`src/rtl/rf_alu_ctrl.sv`:
```
// Multicycle sequencer for the RFplusALU datapath and the shared instruction/data memory port.
// state  | meaning
// FETCH  | read instruction at PC, wait on mem_ready
// DECODE | drive ID controls from IR
// EXE    | drive ALU controls, capture PSW, resolve branches
// MEM    | data access at Rm, wait on mem_ready
// WB     | register-file write back
// HALT   | parked until reset
module rf_alu_ctrl #(
    parameter int MEM_TIMEOUT = 15,
    parameter int TO_W        = 4
) (
    input  logic        clk,
    input  logic        Reset,
    input  logic [15:0] Instr,
    input  logic        mem_ready,
    input  logic        C,
    input  logic        Z,
    input  logic        N,
    output logic [10:0] Ins,
    output logic        WBRF,
    output logic        WBresource,
    output logic        RBresource,
    output logic        OprandB,
    output logic        LI,
    output logic        Buff_IDEXE,
    output logic        ALUop,
    output logic        Flag,
    output logic        PSW_C,
    output logic        WBDataSel,
    output logic        MemReq,
    output logic        MemWE,
    output logic        MemAddrSel,
    output logic        PCWrite,
    output logic        PCSrc,
    output logic        Halted,
    output logic        MemErr
);

    typedef enum logic [2:0] {
        S_FETCH  = 3'd0,
        S_DECODE = 3'd1,
        S_EXE    = 3'd2,
        S_MEM    = 3'd3,
        S_WB     = 3'd4,
        S_HALT   = 3'd5
    } state_t;

    state_t            state_q, state_d;
    logic [15:0]       ir_q, ir_d;
    logic [2:0]        psw_q, psw_d;
    logic [TO_W-1:0]   cnt_q, cnt_d, cnt_inc;
    logic              err_q, err_d;
    logic              run_q;
    logic              wait_hit, waiting;
    logic              unused_psw_n;

    logic [4:0] op;
    logic is_add, is_adc, is_sub, is_sbc, is_cmp, is_lhi, is_lli;
    logic is_ldr, is_str, is_b, is_beq, is_hlt, is_alu, is_nop;

    assign op     = ir_q[15:11];
    assign is_add = (op == 5'b00001);
    assign is_adc = (op == 5'b00010);
    assign is_sub = (op == 5'b00011);
    assign is_sbc = (op == 5'b00100);
    assign is_cmp = (op == 5'b00101);
    assign is_lhi = (op == 5'b01000);
    assign is_lli = (op == 5'b01001);
    assign is_ldr = (op == 5'b10000);
    assign is_str = (op == 5'b10001);
    assign is_b   = (op == 5'b11000);
    assign is_beq = (op == 5'b11001);
    assign is_hlt = (op == 5'b11111);
    assign is_alu = is_add | is_adc | is_sub | is_sbc;
    // Undefined opcodes fall into the NOP path.
    assign is_nop = ~(is_alu | is_cmp | is_lhi | is_lli | is_ldr | is_str
                      | is_b | is_beq | is_hlt);

    // N is kept in the PSW for completeness but nothing downstream consumes it.
    assign unused_psw_n = psw_q[0];

    assign cnt_inc  = cnt_q + 1'b1;
    assign wait_hit = (MEM_TIMEOUT != 0) && (cnt_inc == TO_W'(MEM_TIMEOUT));
    assign waiting  = run_q && !mem_ready && (state_q == S_FETCH || state_q == S_MEM);

    always_comb begin
        state_d = state_q;
        ir_d    = ir_q;
        psw_d   = psw_q;
        err_d   = err_q;
        case (state_q)
            S_FETCH: begin
                if (run_q) begin
                    if (mem_ready) begin
                        ir_d    = Instr;
                        state_d = S_DECODE;
                    end else if (wait_hit) begin
                        err_d   = 1'b1;
                        state_d = S_HALT;
                    end
                end
            end
            S_DECODE: begin
                if (is_nop)      state_d = S_FETCH;
                else if (is_hlt) state_d = S_HALT;
                else             state_d = S_EXE;
            end
            S_EXE: begin
                if (is_alu || is_cmp) psw_d = {C, Z, N};
                if (is_alu || is_lhi || is_lli) state_d = S_WB;
                else if (is_ldr || is_str)      state_d = S_MEM;
                else                            state_d = S_FETCH;
            end
            S_MEM: begin
                if (mem_ready) begin
                    state_d = is_ldr ? S_WB : S_FETCH;
                end else if (wait_hit) begin
                    err_d   = 1'b1;
                    state_d = S_HALT;
                end
            end
            S_WB:    state_d = S_FETCH;
            S_HALT:  state_d = S_HALT;
            default: state_d = S_FETCH;
        endcase
        // The counter restarts whenever the state changes.
        cnt_d = (waiting && state_d == state_q) ? cnt_inc : '0;
    end

    always_ff @(posedge clk) begin
        if (!Reset) begin
            state_q <= S_FETCH;
            ir_q    <= '0;
            psw_q   <= '0;
            cnt_q   <= '0;
            err_q   <= 1'b0;
            run_q   <= 1'b0;
        end else begin
            state_q <= state_d;
            ir_q    <= ir_d;
            psw_q   <= psw_d;
            cnt_q   <= cnt_d;
            err_q   <= err_d;
            run_q   <= 1'b1;
        end
    end

    // run_q holds every output low for the cycle following any reset edge.
    always_comb begin
        Ins        = '0;
        WBRF       = 1'b0;
        WBresource = 1'b0;
        RBresource = 1'b0;
        OprandB    = 1'b0;
        LI         = 1'b0;
        Buff_IDEXE = 1'b0;
        ALUop      = 1'b0;
        Flag       = 1'b0;
        PSW_C      = 1'b0;
        WBDataSel  = 1'b0;
        MemReq     = 1'b0;
        MemWE      = 1'b0;
        MemAddrSel = 1'b0;
        PCWrite    = 1'b0;
        PCSrc      = 1'b0;
        Halted     = 1'b0;
        MemErr     = 1'b0;
        if (run_q) begin
            Ins    = ir_q[10:0];
            PSW_C  = psw_q[2];
            MemErr = err_q;
            case (state_q)
                S_FETCH: begin
                    MemReq  = 1'b1;
                    PCWrite = mem_ready;
                end
                S_DECODE: begin
                    Buff_IDEXE = ~is_nop;
                    RBresource = is_lhi;
                    LI         = is_lhi;
                end
                S_EXE: begin
                    ALUop   = is_sub | is_sbc | is_cmp;
                    Flag    = is_adc | is_sbc;
                    PCWrite = is_b | (is_beq & psw_q[1]);
                    PCSrc   = is_b | is_beq;
                end
                S_MEM: begin
                    MemReq     = 1'b1;
                    MemAddrSel = 1'b1;
                    MemWE      = is_str;
                end
                S_WB: begin
                    WBRF       = 1'b1;
                    WBresource = is_ldr;
                    WBDataSel  = is_lhi | is_lli;
                end
                S_HALT:  Halted = 1'b1;
                default: ;
            endcase
        end
    end

endmodule

```
`config.mk`:
```
export PLATFORM = sky130hd
export DESIGN_NAME = rf_alu_ctrl
export DESIGN_NICKNAME = d
export VERILOG_FILES = /design/src/rtl/rf_alu_ctrl.sv
export SDC_FILE = /design/constraint.sdc
export NUM_CORES = 1
export LEC_CHECK = 0
export CAP_MARGIN = 20
export CORE_MARGIN = 10
export CORE_UTILIZATION = 43
export DETAILED_ROUTE_END_ITERATION = 10
export GPL_TIMING_DRIVEN = 0
export HOLD_SLACK_MARGIN = 0.05
export PLACE_DENSITY = 0.86
export REMOVE_ABC_BUFFERS = 1
export SETUP_SLACK_MARGIN = 0.15
export SYNTH_ARGS = -nofsm -noshare
export SYNTH_HDL_FRONTEND = slang
export SYNTH_SLANG_ARGS = --single-unit
```
`constraint.sdc`:
```
create_clock -name clk -period 2.4 [get_ports clk]
set_clock_uncertainty 0.1 [all_clocks]
set_input_delay 0.24 -clock clk [delete_from_list [all_inputs] [get_ports clk]]
set_output_delay 0.24 -clock clk [all_outputs]
set_load 0.02 [all_outputs]
```
* Word level (Yosys, flattened, before mapping)
Index checks and enable logic that the tools add are counted.
** Storage, ports and cells
- Bits in registers :: 28
- Input port bits :: 22
- Output and inout port bits :: 28
- Logic and storage cells :: 105
** Cells by class
- Add/subtract/negate cells :: 1
- Equal/unequal tests :: 20
- Mux-type cells :: 44
- Bitwise gates (word level) :: 18
- Reduce and logical (&&, ||, !) cells :: 16
** Operators with widths (count)
- 2-to-1 mux 1 bit :: 31
- == test 5 bit (second input constant) :: 5
- 2-to-1 mux 3 bit :: 8
- bitwise OR 1 bit :: 17
- one-hot mux 3 bit (5 select lines) :: 1
- 2-to-1 mux 11 bit :: 1
- == test 5 x 2 -> 1 bit (second input constant) :: 2
- == test 5 x 3 -> 1 bit (second input constant) :: 2
- == test 5 x 4 -> 1 bit (second input constant) :: 2
- == test 3 x 2 -> 1 bit (second input constant) :: 2
- == test 3 bit (second input constant) :: 2
- AND reduction 2 bit :: 3
- == test 5 x 1 -> 1 bit (second input constant) :: 1
- logical OR 1 bit :: 5
- adder 4 x 1 -> 4 bit (second input constant) :: 1
- == test 4 bit (second input constant) :: 1
- one-hot mux 1 bit (2 select lines) :: 2
- == test 3 x 1 -> 1 bit (second input constant) :: 1
- == test 3 bit :: 1
- logical AND 1 bit :: 3
- zero test 3 bit :: 1
- AND reduction 3 bit :: 1
- 2-to-1 mux 2 bit :: 1
- != test 2 bit (second input constant) :: 1
- other kinds (4) :: 4

* Depth between registers and ports, before layout
Gate-level depths: netlist (run 1).
- Depth after elaboration :: 17
- Depth in mapped cells :: 6
- Depth with buffers taken out :: 5

* Worst setup path after synthesis (run 1)
No wires, ideal clock.
- Path kind :: register -> output
- From :: register state_q[2]
- To :: output port PCWrite
- Data arrival time :: 1.689 ns
- Required time :: 2.060 ns
- Path slack :: 0.371 ns
- Cell stages (with the launch flop) :: 6
- Buffers on the path :: 1
- Cell sequence :: dfxtp_1 clkbuf_1 nor3b_2 nand2_1 nor3_1 a21o_1
** On the way
- Cells in the longest elaborated chain, start to end :: 3
- Elaborated cells on any way between the ends :: 4
- Those cells by class :: eq/ne: 1; mux: 2; reduce/logical: 1
** Ends and longest elaborated chain
- start: declaration :: line 49 : state_t state_q, state_d;
- start signal: assignment :: line 140 : state_q <= state_d;
- == test 3 x 2 -> 1 bit / zero test 3 bit (equally long branches) :: line 173 : case (state_q)
- one-hot mux 1 bit (2 select lines) (*) :: line 173
- 2-to-1 mux 1 bit (*) :: line 169 : if (run_q) begin
- end: declaration :: line 34 : output logic PCWrite,
Every way passes the cells marked *; elsewhere a longest branch is shown, timed or not.

* Final worst setup path (run 1)
- From :: register ir_q[12]
- To :: output port MemWE
** On the way
- Cells in the longest elaborated chain, start to end :: 3
** Ends and longest elaborated chain
- start: declaration :: line 50 : logic [15:0] ir_q, ir_d;
- start signal: assignment :: line 141 : ir_q <= ir_d;
- == test 5 bit :: line 71 : assign is_str = (op == 5'b10001);
- 2-to-1 mux 1 bit :: line 173
- 2-to-1 mux 1 bit :: line 169
- end: declaration :: line 32 : output logic MemWE,
Every way passes these cells.

==> results of run 1 <==
final cells by class:
class	count	area, µm²
repair buffers	51	489
flip-flops and latches	27	561
fillers	322	1300
clock buffers	3	41.3
multi-input cells	152	966
clock inverters	1	7.51
inverters	5	18.8
well taps	46	57.6
routing by layer:
metal	vias up	wire, µm	global-route usage
li1	771	-	-
met1	679	1770	0.135
met2	57	1870	0.191
met3	6	380	0.0457
met4	0	83	0.0623
met5	-	0	0
state kept, by name, summed over array words and instances, names as in the netlist:
register and flops:
ir_q 16, cnt_q 4, state_q 3, psw_q 2, err_q 1, run_q 1
path summary, 6_finish.rpt:
path,start,endpoint,slack [ps],cells after the start
max,ir_q[12]$_SDFFE_PN0P_,MemWE,230,3
min,ir_q[1]$_SDFFE_PN0P_,ir_q[1]$_SDFFE_PN0P_,350,2
max reg2reg,ir_q[11]$_SDFFE_PN0P_,cnt_q[2]$_SDFF_PN0_,540,4
min reg2reg,ir_q[1]$_SDFFE_PN0P_,ir_q[1]$_SDFFE_PN0P_,350,2
Yosys cell counts (2+ instances only):
cell,count,share of area
buf_4,2,0.0095
nor2b_1,4,0.016
nor3_1,7,0.022
nand3b_1,3,0.014
inv_1,5,0.012
nor4b_1,3,0.017
dfxtp_1,27,0.34
buf_2,7,0.022
nand2b_1,5,0.020
nor4_1,3,0.012
a21oi_1,4,0.013
clkbuf_1,6,0.014
nor3b_1,3,0.014
nand4_1,3,0.012
o21ai_0,2,0.0063
ha_1,2,0.016
nand4b_1,2,0.011
nand3_1,5,0.016
a21boi_1,10,0.047
a21boi_0,7,0.033
mux2i_1,2,0.013
nand2_1,41,0.097
o21a_1,3,0.014
nor2_1,5,0.012
and2_1,13,0.051
kinds of logic (layout without fill, tap and decap cells):
group | Yosys count | after routing | share of synthesized area
AO/OA/AOI/OAI | 37 | 37 | 0.173
other | 1 | 1 | 0.00237
flip-flops | 27 | 27 | 0.342
multiplexers | 2 | 2 | 0.0126
XOR/XNOR | 2 | 2 | 0.0111
adder cells (fa/ha/maj) | 2 | 2 | 0.0158
buffers and inverters | 21 | 60 | 0.0648
AND/OR/NAND/NOR | 108 | 108 | 0.379
worst max-delay path, cell delays in order (launching register included):
cell	delay (ps)
dfxtp_4	410
nor4b_4	350
and3_1	200
clkdlybuf4s50_1	600
power by group through the flow:
stage	clock network [mW]	logic, mW	registers (mW)
floorplan	0	0.0800	0.491
global placement	0	0.144	0.497
detailed placement	0	0.146	0.498
CTS	0.268	0.150	0.488
global route	0.285	0.168	0.491
finish	0.268	0.154	0.487
stage by stage:
step | instances | setup slack [ps] | area (µm²) | utilization
floorplan | 184 | 356 | 1500 | -
global placement | 277 | -266 | 2030 | 0.589
detailed placement | 277 | -308 | 2030 | 0.589
CTS | 284 | 159 | 2120 | 0.615
global route | 285 | 181 | 2140 | 0.622
finish | 285 | 226 | 2140 | 0.622
repair_timing:
action	4_1_cts	5_1_grt
endpoints found under the setup margin	14	3
endpoints found under the hold margin	0	0
resized for setup	21	4
setup buffers	3	1
pin swaps	1	0
==> reports/metrics.yaml, run 1 <==
vias_per_cell: 5.31
fin_setup_tns_ps: 0
grt_overflow: 0
worst_pin_slew_ps: 735
num_rows: 21
initial_utilization: 0.460
drt_iter0_drc: 138
p_comb_frac: 0.170
status: "completed"
drv_slew: 0
power.internal_uw: 663
rsz0062_at_grt: "no"
mostFrequentLayoutCell: "nand2_1"
antenna_found_initial: 0
p_sw_frac: 0.271
dpl.hpwl_um: 2890
ctsHoldBuffers: 0
grt_pass1_vias: 1435
drive_gt1_frac: 0.100
total_power_uw: 909
power_density_nw_per_um2: 425
p_switching_uw: 246
chipWidth_um: 80.7
area_growth_pct: 35.3
power.share.sequential: 0.535
critPathMaxFanout: 14
drc_errors: 0
numCtsBuffers: 3
coreArea_um2: 3440
grt_util_all_layers: 0.120
fmax_ghz: 0.460
die_y_um: 80.7
synth.avg_cell_area_um2: 7.91
fin_nets: 264
cap_violations: 0
post_drt_wl_per_cell_um: 14.4
synth_edf_count: 0
irDropWorstVdd_mv: 0.361
hold_violations: 0
setup.worst_path.end_class: "primary output"
ys.flop_type: "dfxtp_1"
ys_async_sr_fraction: 0
startpoint_type: "register"
antenna_cells: 0
clock-sinks: 27
dr.pass1.iters: 4
grt_max_degree: 26
ys_ff_latch: 27
clk_pin_slew_worst_paths_ps: 100
ys_seq_area_frac: 0.342
fin_crit_sh: 0.906
portBuffers: 47
cts_root_buf: "clkbuf_8"
gp_congestion: 0.851
grt_pass1_wl_um: 6430
ios: 50
final_cell_mix: "nand2_1 (41), clkdlybuf4s50_1 (38), dfxtp_1 (19), and2_1 (13), a21boi_1 (10)"
cts.htree.levels: 1
finalCriticalPeriod_ps: 2170
slew_headroom: 0.508
clock_path_buffers: 2
netlist_area_um2: 1580
power_frac_clock: 0.295
required_ps: 2060
power.leakage_nw: 0.798
clock_latency_ps: 270
yosysWarnings: 0
synth.distinct_cells: 51
min_path_type: "register to register"
wirelength_um: 4100
fin_hold_ws_ps: 352
criticalPathCategory: "register to primary output"
num_vias: 1513
ant_nets: 0
cts_tree: "built"
netlist_instances: 200
die_area_um2: 6510
setup_viol: 0
arrival_ps: 1830
Power figures use the tool's default switching activity.
==> inputs of run 2 (changes only) <==
clock period = 2.5 ns   (was 2.4 ns; I/O delays follow)
==> run 2 against run 1 <==
  * Sequential power is 3% lower
  * Final cell count is 0.35% lower
  * Core utilization decreased by 0.62 points
  * Design area down 0.99%
  * Combinational power shrank 7%
  * Via count decreased by 0.66%
==> reports/metrics.yaml, run 2 (same netlist as run 1, synthesis figures left out) <==
status: "completed"  # unchanged
p_sw_frac: 0.270  # was 0.271
irDropWorstVdd_mv: 0.349  # was 0.361 mV
hold_violations: 0  # unchanged
dr.pass1.iters: 4  # unchanged
setup.worst_path.end_class: "primary output"  # unchanged
post_drt_wl_per_cell_um: 14.1  # was 14.4 µm
power.leakage_nw: 0.781  # was 0.798 nW
seq_area_um2: 553  # was 561 µm²
setup_viol: 0  # unchanged
postLayoutCellArea_um2: 2120  # was 2140 µm²
criticalPathCategory: "register to primary output"  # unchanged
placed_area_um2: 2030  # unchanged
stdcell_count: 284  # was 285
chipWidth_um: 80.7  # unchanged
critPathMaxFanout: 14  # unchanged
drv_slew: 0  # unchanged
path_delay_family: "buffers and inverters"  # unchanged
cts.htree.levels: 1  # unchanged
biggestRegsByFlops: "ir_q (16), cnt_q (4), state_q (3)"  # unchanged
clock_latency_ps: 270  # about the same
portBuffers: 47  # unchanged
largest_reg_flops: 16  # unchanged
finalCriticalPeriod_ps: 2280
crit_path_top_delay_cell: "clkdlybuf4s50_1"  # unchanged
grt_max_degree: 26  # unchanged
crit_buf_inv: 1  # unchanged
num_vias: 1503  # was 1513
arrival_ps: 1930  # was 1830 ps
coreArea_um2: 3440  # unchanged
die_y_um: 80.7  # unchanged
cap_violations: 0  # unchanged
multi_input_area_um2: 957  # was 966 µm²
power.internal_uw: 637  # was 663 µW
antenna_cells: 0  # unchanged
nFillCells: 326  # was 322
startpoint_type: "register"  # unchanged
ctsHoldBuffers: 0  # unchanged
p_comb_frac: 0.164  # was 0.170
worst_pin_slew_ps: 740  # was 735 ps
cts_root_buf: "clkbuf_8"  # unchanged
antenna_found_initial: 0  # unchanged
grt_overflow: 0  # unchanged
power_density_nw_per_um2: 412  # was 425 nW/µm²
fin_nets: 263  # was 264
clock-sinks: 27  # unchanged
fin_crit_sh: 0.913
grt_pass1_vias: 1427  # was 1435
grt_pass1_wl_um: 6400  # was 6430 µm
ant_nets: 0  # unchanged
mostFrequentLayoutCell: "nand2_1"  # unchanged
rsz0062_at_grt: "yes"  # was no
power_frac_clock: 0.297  # was 0.295
numPlacedInstances: 277  # unchanged
crit_chain: "or2_2 -> nand2_1 -> a221oi_1 -> nor2_1 -> clkdlybuf4s50_1"  # was nor4b_4 -> and3_1 -> clkdlybuf4s50_1
cts_tree: "built"  # unchanged
required_ps: 2150  # was 2060 ps
drive_gt1_frac: 0.0966  # was 0.100
p_switching_uw: 235  # was 246 µW
num_rows: 21  # unchanged
die_area_um2: 6510  # unchanged
area_growth_pct: 33.9  # was 35.3%
fmax_ghz: 0.438
wirelength_um: 4000  # was 4100 µm
gp_congestion: 0.851  # unchanged
power.share.sequential: 0.539  # was 0.535
max_stage_delay_ps: 550  # was 600 ps
regMostFlops: "ir_q"  # unchanged
drc_errors: 0  # unchanged
clock_path_buffers: 2  # unchanged
total_power_uw: 872  # was 909 µW
drt_iter0_drc: 130  # was 138
initial_utilization: 0.460  # unchanged
ios: 50  # unchanged
vias_per_cell: 5.29  # was 5.31
final_cell_mix: "nand2_1 (41), clkdlybuf4s50_1 (40), dfxtp_1 (19), and2_1 (13), a21boi_1 (10)"  # was nand2_1 (41), clkdlybuf4s50_1 (38), dfxtp_1 (19), and2_1 (13), a21boi_1 (10)
slew_headroom: 0.505  # was 0.508
min_path_type: "register to register"  # unchanged
dpl.hpwl_um: 2890  # unchanged
clk_pin_slew_worst_paths_ps: 100  # about the same
grt_util_all_layers: 0.119  # was 0.120
numCtsBuffers: 3  # unchanged
-- run 2: changes by cell type in the layout (fill, tap and decap cells not counted), sizes merged --
cell,before,now
clkbuf,4,3
dlygate4sd2,9,7
clkdlybuf4s50,38,40
-- run 2: final cells by class --
type	instances	share of cell area
multi-input combinational	152	0.452
sequential	27	0.261
timing repair buffer	50	0.228
tap	46	0.0272
clock buffer	3	0.0195
inverter	5	0.00885
clock inverter	1	0.00354
-- run 2: tightest hold or removal path: cells and delay by family (launching register included) --
| family | cells | cell delay [ps] |
|---|---|---|
| and+or+nand+nor | 1 | 50 |
| DFF | 1 | 320 |
| AOI/OAI and AO/OA | 1 | 50 |
-- run 2: final timing paths --
| path | cells past startpoint | start | endpoint | slack (ps) |
|---|---|---|---|---|
| worst min-delay path | 2 | ir_q[1]$_SDFFE_PN0P_ | ir_q[1]$_SDFFE_PN0P_ | 350 |
| worst max register to register | 4 | run_q$_DFF_P_ | ir_q[12]$_SDFFE_PN0P_ | 640 |
| worst min register to register | 2 | ir_q[1]$_SDFFE_PN0P_ | ir_q[1]$_SDFFE_PN0P_ | 350 |
| worst max-delay path | 5 | ir_q[12]$_SDFFE_PN0P_ | Buff_IDEXE | 220 |
-- run 2: through the flow --
stage / hold WS [ps] / setup slack (ps) / TNS (ps) / util
3_5_place_dp: 342 / -218 / -218 / 0.589
4_1_cts: 354 / 217 / 0 / 0.615
5_1_grt: 374 / 105 / 0 / 0.616
6_report: 352 / 218 / 0 / 0.616
3_3_place_gp: 337 / -176 / -176 / 0.589
2_1_floorplan: 178 / 446 / 0 / -
-- run 2: timing repair --
| item | CTS | global route |
|---|---|---|
| setup endpoints to repair | 13 | 3 |
| setup buffers | 3 | 0 |
| resized for setup | 17 | 2 |
| pin swaps | 1 | 0 |
-- run 2: power by group through the flow --
stage,clock [mW],combinational [mW],sequential [mW]
floorplan,0,0.0768,0.471
detailed placement,0,0.140,0.478
finish,0.259,0.143,0.470
global route,0.273,0.157,0.475
global placement,0,0.138,0.477
CTS,0.257,0.144,0.469
-- run 2: metal layers --
| layer | up-vias | share of wire | track usage | routed length (µm) |
|---|---|---|---|---|
| met5 | - | 0 | 0 | 0 |
| met4 | 0 | 0.018 | 0.0554 | 70 |
| met3 | 6 | 0.094 | 0.0457 | 374 |
| met2 | 47 | 0.45 | 0.193 | 1810 |
| met1 | 678 | 0.44 | 0.134 | 1740 |
| li1 | 772 | - | - | - |
==> edit 1: new RTL, settings of run 1 <==
`TO_W`: 4 -> 6.
--- a/src/rtl/rf_alu_ctrl.sv
+++ b/src/rtl/rf_alu_ctrl.sv
@@ -8,7 +8,7 @@
 // HALT   | parked until reset
 module rf_alu_ctrl #(
     parameter int MEM_TIMEOUT = 15,
-    parameter int TO_W        = 4
+    parameter int TO_W        = 6
 ) (
     input  logic        clk,
     input  logic        Reset,
Behaviour: no difference found for any inputs over 10 cycles, from zero or initial values and one cycle with Reset low; that may be too few to reach the edited logic, so the function may still have changed.
==> edit 1 against run 1 <==
Sequential power grew 7.2%; wire length grew 0.46%; worst setup slack is essentially flat; critical path type unchanged; synthesized area grew 8.1%; sequential cell count grew 2; final area grew 5.9%; maximum frequency is essentially flat; critical path depth is the same; total power grew 16%.
==> edit 1: results (changes against run 1) <==
- Largest net degree at the start of global routing: 26 (unchanged)
- DRT Wirelength: 4120 µm (was 4100 µm)
- Area share of xor/xnor cells in the synthesized design: 2.05% (was 1.11%)
- Drt first pass iters: 6 (was 4)
- Min setup slack post-route: 0.226 ns (about the same)
- First-pass GRT wire length: 7140 µm (was 6430 µm)
- Reg2reg end: state_q[2]$_SDFF_PN0_ (was cnt_q[2]$_SDFF_PN0_)
- Nets: 280 (was 264)
- Placed Area: 2150 µm² (was 2030 µm²)
- Crit Path Max Fanout: 13 (was 14)
- Sw frac: 25.6% (was 27.1%)
- Largest regs: ir_q: 16 flops, cnt_q: 6 flops, state_q: 3 flops (was ir_q: 16 flops, cnt_q: 4 flops, state_q: 3 flops)
- VDD IR max: 317 µV (was 361 µV)
- Worst-path clk slew: 0.06 ns (was 0.10 ns)
- Htree depth: 2 (was 1)
- Post-synthesis adder-cell area fraction: 1.46% (was 1.58%)
- Compound-Gate Fraction of Synth Area: 20.1% (was 17.3%)
- Synth Instances: 218 (was 200)
- Status: completed (unchanged)
- Share of layout cells above drive strength 1: 10.1% (was 10.0%)
- Worst R2R Path Depth: 5 (was 4)
- Dpl hpwl: 3030 µm (was 2890 µm)
- Post-CTS Setup Repair Bufs: 0 (was 3)
- TritonCTS buffer count: 5 (was 3)
- Hold_ws: 0.361 ns (was 0.352 ns)
- Biggest cell delay along the critical path: 0.64 ns (was 0.60 ns)
- FF-to-FF setup slack: 0.51 ns (was 0.54 ns)
- Placed Cells incl. Taps: 297 (was 277)
- Resize count post-CTS: 18 (was 21)
- Worst r2r src: cnt_q[1]$_SDFF_PN0_ (was ir_q[11]$_SDFFE_PN0P_)
- GRT Util Overall: 12.0% (about the same)
- Slew @ Worst Pin: 0.710 ns (was 0.735 ns)
- Vias in the first global route: 1,573 (was 1,435)
- Post-synthesis mux area share: 1.17% (was 1.26%)
- Sequential element share of the synthesized area: 33.9% (was 34.2%)
- Routed len/inst: 13.5 µm (was 14.4 µm)
- Ys Warns: 0 (unchanged)
- Worst Hold End: ir_q[0]$_SDFFE_PN0P_ (was ir_q[1]$_SDFFE_PN0P_)
- Synth top area cells: dfxtp_1, nand2_1, a21boi_0 (was dfxtp_1, nand2_1, and2_1)
- DRT iter0 DRCs: 94 (was 138)
- Crit path from: state_q[0]$_SDFF_PN0_ (was ir_q[12]$_SDFFE_PN0P_)
- Port Buf Inserts: 47 (unchanged)
- Place WS: 0.0639 ns (was -0.308 ns)
- Synth unique cells: 50 (was 51)
- Placer Congestion: 0.846 (was 0.851)
- Leakage: 0.895 nW (was 0.798 nW)
- Hold Path Class: flop to flop (unchanged)
- Worst setup endpoint: Halted (was MemWE)
- Vias per inst: 5.24 (was 5.31)
- Top cells by count, synth: nand2_1, dfxtp_1, a21boi_0 (was nand2_1, dfxtp_1, and2_1)
- Clk buf depth: 2 (unchanged)
- Worst hold start: ir_q[0]$_SDFFE_PN0P_ (was ir_q[1]$_SDFFE_PN0P_)
==> edit 1: per-layer routing <==
layer	share of wire [%]	track usage (%)	routed length (µm)
met5	0	0	0
met4	1.8	5.38	74
met3	9.6	6.35	396
met2	46	18.9	1900
met1	42	13.1	1740
==> edit 1: power by group through the flow <==
| stage | Combinational (mW) | Clock (mW) | Sequential (mW) |
|---|---|---|---|
| 2_1_floorplan | 0.0867 | 0 | 0.524 |
| 3_3_place_gp | 0.153 | 0 | 0.530 |
| 3_5_place_dp | 0.155 | 0 | 0.530 |
| 4_1_cts | 0.156 | 0.385 | 0.520 |
| 5_1_grt | 0.173 | 0.412 | 0.526 |
| 6_report | 0.156 | 0.378 | 0.522 |
==> edit 1: layout make-up <==
cell class / count / area [µm²]
Tap cell: 48 / 60.1
Multi-Input combinational cell: 168 / 1050
Inverter: 5 / 18.8
Sequential cell: 29 / 592
Timing Repair Buffer: 47 / 464
Fill cell: 341 / 1480
Clock buffer: 8 / 80.1
==> edit 2: new RTL, flow settings as in run 1 <==
Made on the original files. Take the reset off `ir_q` and load it in a clocked block of its own.
--- a/src/rtl/rf_alu_ctrl.sv
+++ b/src/rtl/rf_alu_ctrl.sv
@@ -131,19 +131,21 @@
     always_ff @(posedge clk) begin
         if (!Reset) begin
             state_q <= S_FETCH;
-            ir_q    <= '0;
             psw_q   <= '0;
             cnt_q   <= '0;
             err_q   <= 1'b0;
             run_q   <= 1'b0;
         end else begin
             state_q <= state_d;
-            ir_q    <= ir_d;
             psw_q   <= psw_d;
             cnt_q   <= cnt_d;
             err_q   <= err_d;
             run_q   <= 1'b1;
         end
+    end
+
+    always_ff @(posedge clk) begin
+        ir_q <= ir_d;
     end
 
     // run_q holds every output low for the cycle following any reset edge.
Behaviour: differs if Reset is asserted again (counterexample within 4 cycles, from zero or initial values and one cycle with Reset low); with Reset held inactive, the same outputs for 10 cycles.
==> edit 2 against run 1 <==
Total power fell by 8.2%; synthesized area down 7.5%; sequential power rose by 6.8%; wire length fell by 5.6%; combinational power shrank 16%; final area down 4.0%; die area fell by 5.7%; register-to-register slack got worse by 0.29 ns; sequential cell count unchanged; worst setup slack got worse by 0.018 ns.
==> edit 2: results (changes against run 1) <==
- Met2 WL: 2080 µm (was 1870 µm)
- Vias in the first global route: 1,258 (was 1,435)
- Worst Hold End: ir_q[6]$_DFFE_PP_ (was ir_q[1]$_SDFFE_PN0P_)
- Vias per inst: 5.16 (was 5.31)
- GRT Util Overall: 12.0% (about the same)
- Min setup slack post-route: 0.208 ns (was 0.226 ns)
- EDFF count, synth: 16 (was 0)
- DRT met1 WL: 1490 µm (was 1770 µm)
- Synth top area cells: edfxtp_1, dfxtp_1, and2_1 (was dfxtp_1, nand2_1, and2_1)
- Worst-Skew Late Latency: 0.31 ns (was 0.27 ns)
- Top cells by count, synth: edfxtp_1, and2_1, nor2_1 (was nand2_1, dfxtp_1, and2_1)
- Worst-path clk slew: 0.14 ns (was 0.10 ns)
- FF-to-FF setup slack: 0.25 ns (was 0.54 ns)
- Syn_area_per_cell: 10.5 µm² (was 7.91 µm²)
- Largest net degree at the start of global routing: 19 (was 26)
- Int Pwr: 0.640 mW (was 0.663 mW)
- Placed Area: 1950 µm² (was 2030 µm²)
- Status: completed (unchanged)
- Critical Path AT: 1.85 ns (was 1.83 ns)
- Fillers: 287 (was 322)
- Synth unique cells: 49 (was 51)
- WHS Path Cells: 1 (was 2)
- Leakage: 0.795 nW (was 0.798 nW)
- GR Util met3: 2.51% (was 4.57%)
- Met3 WL: 232 µm (was 380 µm)
- Root buf cell: clkbuf_4 (was clkbuf_8)
- Sequential element share of the synthesized area: 47.9% (was 34.2%)
- Nets: 220 (was 264)
- Placed Cells incl. Taps: 227 (was 277)
- Met2 Use GR: 22.2% (was 19.1%)
- Share of layout cells above drive strength 1: 20.0% (was 10.0%)
- First-pass GRT wire length: 6070 µm (was 6430 µm)
- Met1 Usage GRT: 12.4% (was 13.5%)
- DRT Wirelength: 3870 µm (was 4100 µm)
- Critical path's top delay family: simple AND/OR/NAND/NOR gates (was buffers and inverters)
- Crit path from: ir_q[12]$_DFFE_PP_ (was ir_q[12]$_SDFFE_PN0P_)
- Worst path slowest cell: or4b_4 (was clkdlybuf4s50_1)
- Hold_ws: 0.370 ns (was 0.352 ns)
- Placer Congestion: 0.888 (was 0.851)
- Crit Path Max Fanout: 4 (was 14)
- Vias: 1,243 (was 1,513)
- Worst R2R Path Depth: 6 (was 4)
- Worst hold start: Instr[6] (was ir_q[1]$_SDFFE_PN0P_)
- Slew @ Worst Pin: 0.657 ns (was 0.735 ns)
- Place WS: -0.413 ns (was -0.308 ns)
- Reg2reg end: cnt_q[1]$_SDFF_PN0_ (was cnt_q[2]$_SDFF_PN0_)
edit 2: cell count changes in the layout (fill, tap and decap cells not counted), sizes merged, moves of 4 or more:
cell,change
a21boi,-16
buf,+9
dfxtp,-16
dlygate4sd2,-4
edfxtp,+16
nand2,-33
nor2,+6
nor3,-4
nor4,+4
edit 2: what timing repair did:
| action | 4_1_cts | 5_1_grt |
|---|---|---|
| buffers inserted | 5 | 5 |
| resized for setup | 28 | 16 |
| hold buffers | 0 | 0 |
| setup endpoints to repair | 13 | 6 |
| pin swaps | 1 | 1 |
edit 2: area by class of cell:
cell class | count | area (µm²) | share of cell area, %
Clock buffer | 3 | 22.5 | 1.10
Clock inverter | 1 | 5.00 | 0.244
Inverter | 6 | 22.5 | 1.10
Multi-Input combinational cell | 101 | 723 | 35.2
Sequential cell | 27 | 709 | 34.5
Tap cell | 46 | 57.6 | 2.80
Timing Repair Buffer | 57 | 514 | 25.0
edit 2: power by group through the flow:
stage	Clock (mW)	Sequential (mW)	Combinational, mW
after global routing	0.213	0.523	0.139
after floorplan	0	0.529	0.0515
final	0.184	0.520	0.130
after detailed placement	0	0.534	0.116
after CTS	0.193	0.522	0.124
after global placement	0	0.533	0.113
edit 2: kinds of logic (layout without fill, tap and decap cells):
| group | Yosys count | in the layout | share of synthesized area [%] |
|---|---|---|---|
| AO/OA/AOI/OAI | 24 | 24 | 13.4 |
| XOR/XNOR | 3 | 3 | 1.80 |
| adder cells (fa/ha/maj) | 2 | 2 | 1.71 |
| buffers and inverters | 12 | 67 | 4.62 |
| flip-flops | 27 | 27 | 47.9 |
| multiplexers | 3 | 3 | 2.14 |
| other | 1 | 1 | 0.256 |
| AND/OR/NAND/NOR | 68 | 68 | 28.2 |
